`src/rtl/uart_tx_word.sv`:
```
// uart_tx_word: serialises a captured 32-bit word as four UART byte frames,
// least-significant byte first, each frame 8N1 (start, 8 data bits LSB first,
// stop). Reports tx_busy for the whole word and a one-cycle tx_done pulse.
//
// Optional build macro: UART_TX_PARITY_EN
//   defined   -> an even-parity bit follows data bit 7 in every frame (8E1)
//   undefined -> plain 8N1 framing
//
// All outputs are registered; reset (PRESET) is synchronous and active-high.
module uart_tx_word #(
    parameter int CLKS_PER_BIT = 16,
    parameter int CNT_W        = 16
) (
    input  logic        PCLK,
    input  logic        PRESET,
    input  logic        start,
    input  logic [31:0] To_TX,
    output logic        tx,
    output logic        tx_busy,
    output logic        tx_done
);

    localparam logic [2:0] S_IDLE   = 3'd0;
    localparam logic [2:0] S_START  = 3'd1;
    localparam logic [2:0] S_DATA   = 3'd2;
    localparam logic [2:0] S_STOP   = 3'd4;
`ifdef UART_TX_PARITY_EN
    localparam logic [2:0] S_PARITY = 3'd3;
`endif

    // Last value of the baud counter within one bit period.
    localparam logic [CNT_W-1:0] BIT_TERM = CNT_W'(CLKS_PER_BIT - 1);

    logic [2:0]       r_state;
    logic [CNT_W-1:0] r_cnt;
    logic [2:0]       r_bit_idx;
    logic [1:0]       r_byte_idx;
    logic [31:0]      r_shift;
    logic             r_tx;
    logic             r_busy;
    logic             r_done;

    logic             w_bit_end;
    logic [7:0]       w_cur_byte;
    logic [2:0]       w_next_bit;

    // The byte in flight always sits in the low 8 bits; the word is shifted
    // down by one byte after every stop bit.
    assign w_bit_end  = (r_cnt == BIT_TERM);
    assign w_cur_byte = r_shift[7:0];
    assign w_next_bit = r_bit_idx + 3'd1;

    assign tx      = r_tx;
    assign tx_busy = r_busy;
    assign tx_done = r_done;

    // Frame sequencer: every state holds its line level for one full bit time
    // and presents the next bit on the register edge that ends the bit.
    always_ff @(posedge PCLK) begin
        if (PRESET) begin
            r_state    <= S_IDLE;
            r_cnt      <= '0;
            r_bit_idx  <= 3'd0;
            r_byte_idx <= 2'd0;
            r_shift    <= 32'd0;
            r_tx       <= 1'b1;
            r_busy     <= 1'b0;
            r_done     <= 1'b0;
        end else begin
            r_done <= 1'b0;
            case (r_state)
                S_IDLE: begin
                    r_tx   <= 1'b1;
                    r_busy <= 1'b0;
                    if (start) begin
                        r_shift    <= To_TX;
                        r_byte_idx <= 2'd0;
                        r_bit_idx  <= 3'd0;
                        r_cnt      <= '0;
                        r_tx       <= 1'b0;
                        r_busy     <= 1'b1;
                        r_state    <= S_START;
                    end
                end
                S_START: begin
                    if (w_bit_end) begin
                        r_cnt     <= '0;
                        r_bit_idx <= 3'd0;
                        r_tx      <= w_cur_byte[0];
                        r_state   <= S_DATA;
                    end else begin
                        r_cnt <= r_cnt + CNT_W'(1);
                    end
                end
                S_DATA: begin
                    if (w_bit_end) begin
                        r_cnt <= '0;
                        if (r_bit_idx == 3'd7) begin
`ifdef UART_TX_PARITY_EN
                            r_tx    <= ^w_cur_byte;
                            r_state <= S_PARITY;
`else
                            r_tx    <= 1'b1;
                            r_state <= S_STOP;
`endif
                        end else begin
                            r_bit_idx <= w_next_bit;
                            r_tx      <= w_cur_byte[w_next_bit];
                        end
                    end else begin
                        r_cnt <= r_cnt + CNT_W'(1);
                    end
                end
`ifdef UART_TX_PARITY_EN
                S_PARITY: begin
                    if (w_bit_end) begin
                        r_cnt   <= '0;
                        r_tx    <= 1'b1;
                        r_state <= S_STOP;
                    end else begin
                        r_cnt <= r_cnt + CNT_W'(1);
                    end
                end
`endif
                S_STOP: begin
                    if (w_bit_end) begin
                        r_cnt <= '0;
                        if (r_byte_idx == 2'd3) begin
                            r_tx    <= 1'b1;
                            r_busy  <= 1'b0;
                            r_done  <= 1'b1;
                            r_state <= S_IDLE;
                        end else begin
                            // Next frame starts immediately, no idle gap.
                            r_byte_idx <= r_byte_idx + 2'd1;
                            r_shift    <= {8'h00, r_shift[31:8]};
                            r_tx       <= 1'b0;
                            r_state    <= S_START;
                        end
                    end else begin
                        r_cnt <= r_cnt + CNT_W'(1);
                    end
                end
                default: begin
                    r_tx    <= 1'b1;
                    r_busy  <= 1'b0;
                    r_state <= S_IDLE;
                end
            endcase
        end
    end

endmodule

```
`config.mk`:
```
export PLATFORM = sky130hd
export DESIGN_NAME = uart_tx_word
export DESIGN_NICKNAME = d
export VERILOG_FILES = /design/src/rtl/uart_tx_word.sv
export SDC_FILE = /design/constraint.sdc
export NUM_CORES = 1
export LEC_CHECK = 0
export CAP_MARGIN = 20
export CORE_AREA = 2 2 101 103
export CTS_CLUSTER_DIAMETER = 80
export DETAILED_ROUTE_END_ITERATION = 10
export DIE_AREA = 0 0 103 105
export PLACE_DENSITY_LB_ADDON = 0.1
export SYNTH_ARGS = -nofsm -noshare
export SYNTH_HDL_FRONTEND = slang
export SYNTH_SLANG_ARGS = --single-unit
```
`constraint.sdc`:
```
create_clock -name PCLK -period 4.9 [get_ports PCLK]
set_input_delay 0.735 -clock PCLK [delete_from_list [all_inputs] [get_ports PCLK]]
set_output_delay 0.735 -clock PCLK [all_outputs]
set_load 0.01 [all_outputs]
```
==> impl_metrics.json <==
{
  "status": "finished clean",
  "start_util": 0.2930,
  "totalWireLength_mm": 6.908,
  "ys_warn_count": 0,
  "place_congestion": 0.7505,
  "hold_viol_final": 0,
  "portBuffers": 37,
  "crit_required_ns": 5.10,
  "io_pins": 38,
  "cts_resized": 0,
  "grt_pass1_wl_mm": 11.28,
  "path_class": "reg -> reg",
  "synth_nets": 372,
  "synth_edf_count": 0,
  "rsz0062_at_grt": "no",
  "cts_buffers": 9,
  "clockBufferDepth": 2,
  "synth.avg_cell_area_um2": 8.480,
  "antenna_found_initial": 0,
  "setup_tns_ns": 0,
  "wl_per_cell_um": 13.87,
  "dieArea_um2": 10820,
  "period_share": 0.6069,
  "layout.nets": 399,
  "via_per_inst": 4.797,
  "ys_async_sr_fraction": 0,
  "cp-end-kind": "register",
  "die_w_um": 103,
  "power.static_leakage_nw": 1.233,
  "most-common-layout-cells": "nand2_1, dfxtp_1, nor2_1, clkdlybuf4s50_1, a311oi_1",
  "cp.arrival_ns": 3.18,
  "coreArea_um2": 9639,
  "dpl.hpwl_mm": 4.670,
  "ir_drop_mv": 0.1366,
  "p_per_area_nw_per_um2": 311.7,
  "hold_class": "reg -> reg",
  "cts_tree": "built",
  "drc": 0,
  "diodes": 0,
  "area_delta_synth_final_pct": 22.20,
  "critPathLaunchType": "register",
  "ant_nets": 0,
  "maxSlewHeadroom": 0.2957,
  "setup_viol": 0,
  "cts-htree-levels": 3,
  "netlist_area_um2": 2824,
  "fp.dieH_um": 105,
  "overflow": 0,
  "ys_ff_latch": 59,
  "maxCapViolations": 0,
  "cts_sinks": 59,
  "finClkSkew_ns": 0.01292,
  "ctsRootBufferMaster": "clkbuf_8",
  "cp_max_fo": 15,
  "slew_violations": 0,
  "vias": 2389,
  "path_clk_slew_ns": 0.08,
  "layout_commonest_cell": "nand2_1",
  "ys_seq_area_frac": 0.4183,
  "layout-drive-gt1-share": 0.09315,
  "max_freq_ghz": 0.3363,
  "worst_pin_slew_ns": 1.056,
  "grt_max_degree": 51,
  "post_cts_buffers": 0,
  "insertion_delay_ns": 0.34,
  "first_pass_iters": 4,
  "power.total_w": 0.001076,
  "num_rows": 36,
  "synth_ff_type": "dfxtp_1",
  "dr.first_iter.drc_count": 117,
  "synth_cell_types": 45,
  "grt_pass1_vias": 2263,
  "track_usage": 0.1353,
  "syn_inst": 333,
  "ctsHoldBuffers": 0,
  "min_period_ns": 2.974
}
==> per-stage QoR <==
stage / hold slack [ns] / area, um2 / setup WS [ns] / utilization / instances
6_report: 0.4658 / 3451 / 1.926 / 0.3580 / 498
5_1_grt: 0.4869 / 3451 / 1.637 / 0.3580 / 498
4_1_cts: 0.4674 / 3438 / 1.866 / 0.3567 / 496
3_5_place_dp: 0.4569 / 3244 / 1.875 / 0.3366 / 480
3_3_place_gp: 0.4563 / 3244 / 1.909 / 0.3366 / 480
2_1_floorplan: 0.4356 / 2824 / 2.936 / - / 333
==> logic make-up after synthesis <==
family | Yosys count | synth area share
DFF | 59 | 0.4183
buffers and inverters | 25 | 0.04209
and+or+nand+nor | 163 | 0.2610
AOI/OAI and AO/OA | 64 | 0.1936
adders and majority gates | 4 | 0.01772
xor gates and xnor gates | 13 | 0.04032
muxes | 5 | 0.02703
==> per-layer routing <==
metal,track usage,part of all wire,vias up
met5,0,0,-
met4,0.06485,0.015,0
met3,0.02943,0.034,7
met2,0.1985,0.45,41
met1,0.1860,0.50,1094
li1,-,-,1247
==> power breakdown <==
part / internal [W] / switching [W] / total [W]
combinational: 0.0000571 / 0.0000554 / 0.000112
sequential: 0.000503 / 0.0000157 / 0.000519
clock: 0.000235 / 0.000210 / 0.000445
total: 0.000795 / 0.000281 / 0.00108
==> registers in the layout, summed over array words and instances, names as in the netlist <==
name        cells
tx_done         1
tx_busy         1
r_cnt          16
r_state         3
r_shift        32
r_byte_idx      2
tx              1
r_bit_idx       3
==> worst max-delay path: stages, from the launching register on <==
cell and delay [ns]:
dfxtp_1 0.35, or4_4 0.55, nor4_4 0.78, nor2_1 0.32, o21bai_1 0.71, nor2_1 0.12
==> area by class of cell <==
class / instances / area (um2)
clock buffer: 10 / 127.6
timing repair buffer: 39 / 377.9
clock inverter: 6 / 66.31
tap: 133 / 166.4
fill: 1049 / 6188
sequential: 59 / 1181
multi-input combinational: 249 / 1524
inverter: 2 / 7.507
==> synthesized netlist by cell type, types with 2 or more instances <==
library cell,n,area share
dfxtp_1,59,0.42
buf_6,2,0.0080
a22oi_1,9,0.024
nand3b_1,2,0.0053
and3_1,2,0.0044
nor2_1,56,0.074
a211oi_1,3,0.0080
nor2b_1,2,0.0044
ha_1,4,0.018
a311oi_1,14,0.043
nor3b_1,2,0.0053
a31oi_1,4,0.0089
nor4_1,4,0.0089
o21ai_0,5,0.0089
nand2b_1,3,0.0066
a21oi_1,10,0.018
nand4_1,6,0.013
inv_1,2,0.0027
nand2_1,63,0.084
nand3_1,6,0.011
nor3_1,8,0.014
or3_1,2,0.0044
mux2i_1,2,0.0071
buf_2,5,0.0089
xnor2_1,2,0.0062
xor2_1,11,0.034
clkbuf_1,15,0.020
a311oi_2,10,0.053
o21a_1,2,0.0053
mux4_2,2,0.016
and2_1,2,0.0044
==> final timing paths <==
kind	startpoint	to	slack (ns)	depth (start not counted)
max reg2reg	r_cnt[8]	r_cnt[14]	1.93	5
min reg2reg	r_byte_idx[1]	r_byte_idx[1]	0.47	2
max	r_cnt[8]	r_cnt[14]	1.93	5
min	r_byte_idx[1]	r_byte_idx[1]	0.47	2
Note: power is estimated with default switching activity, not from simulation.
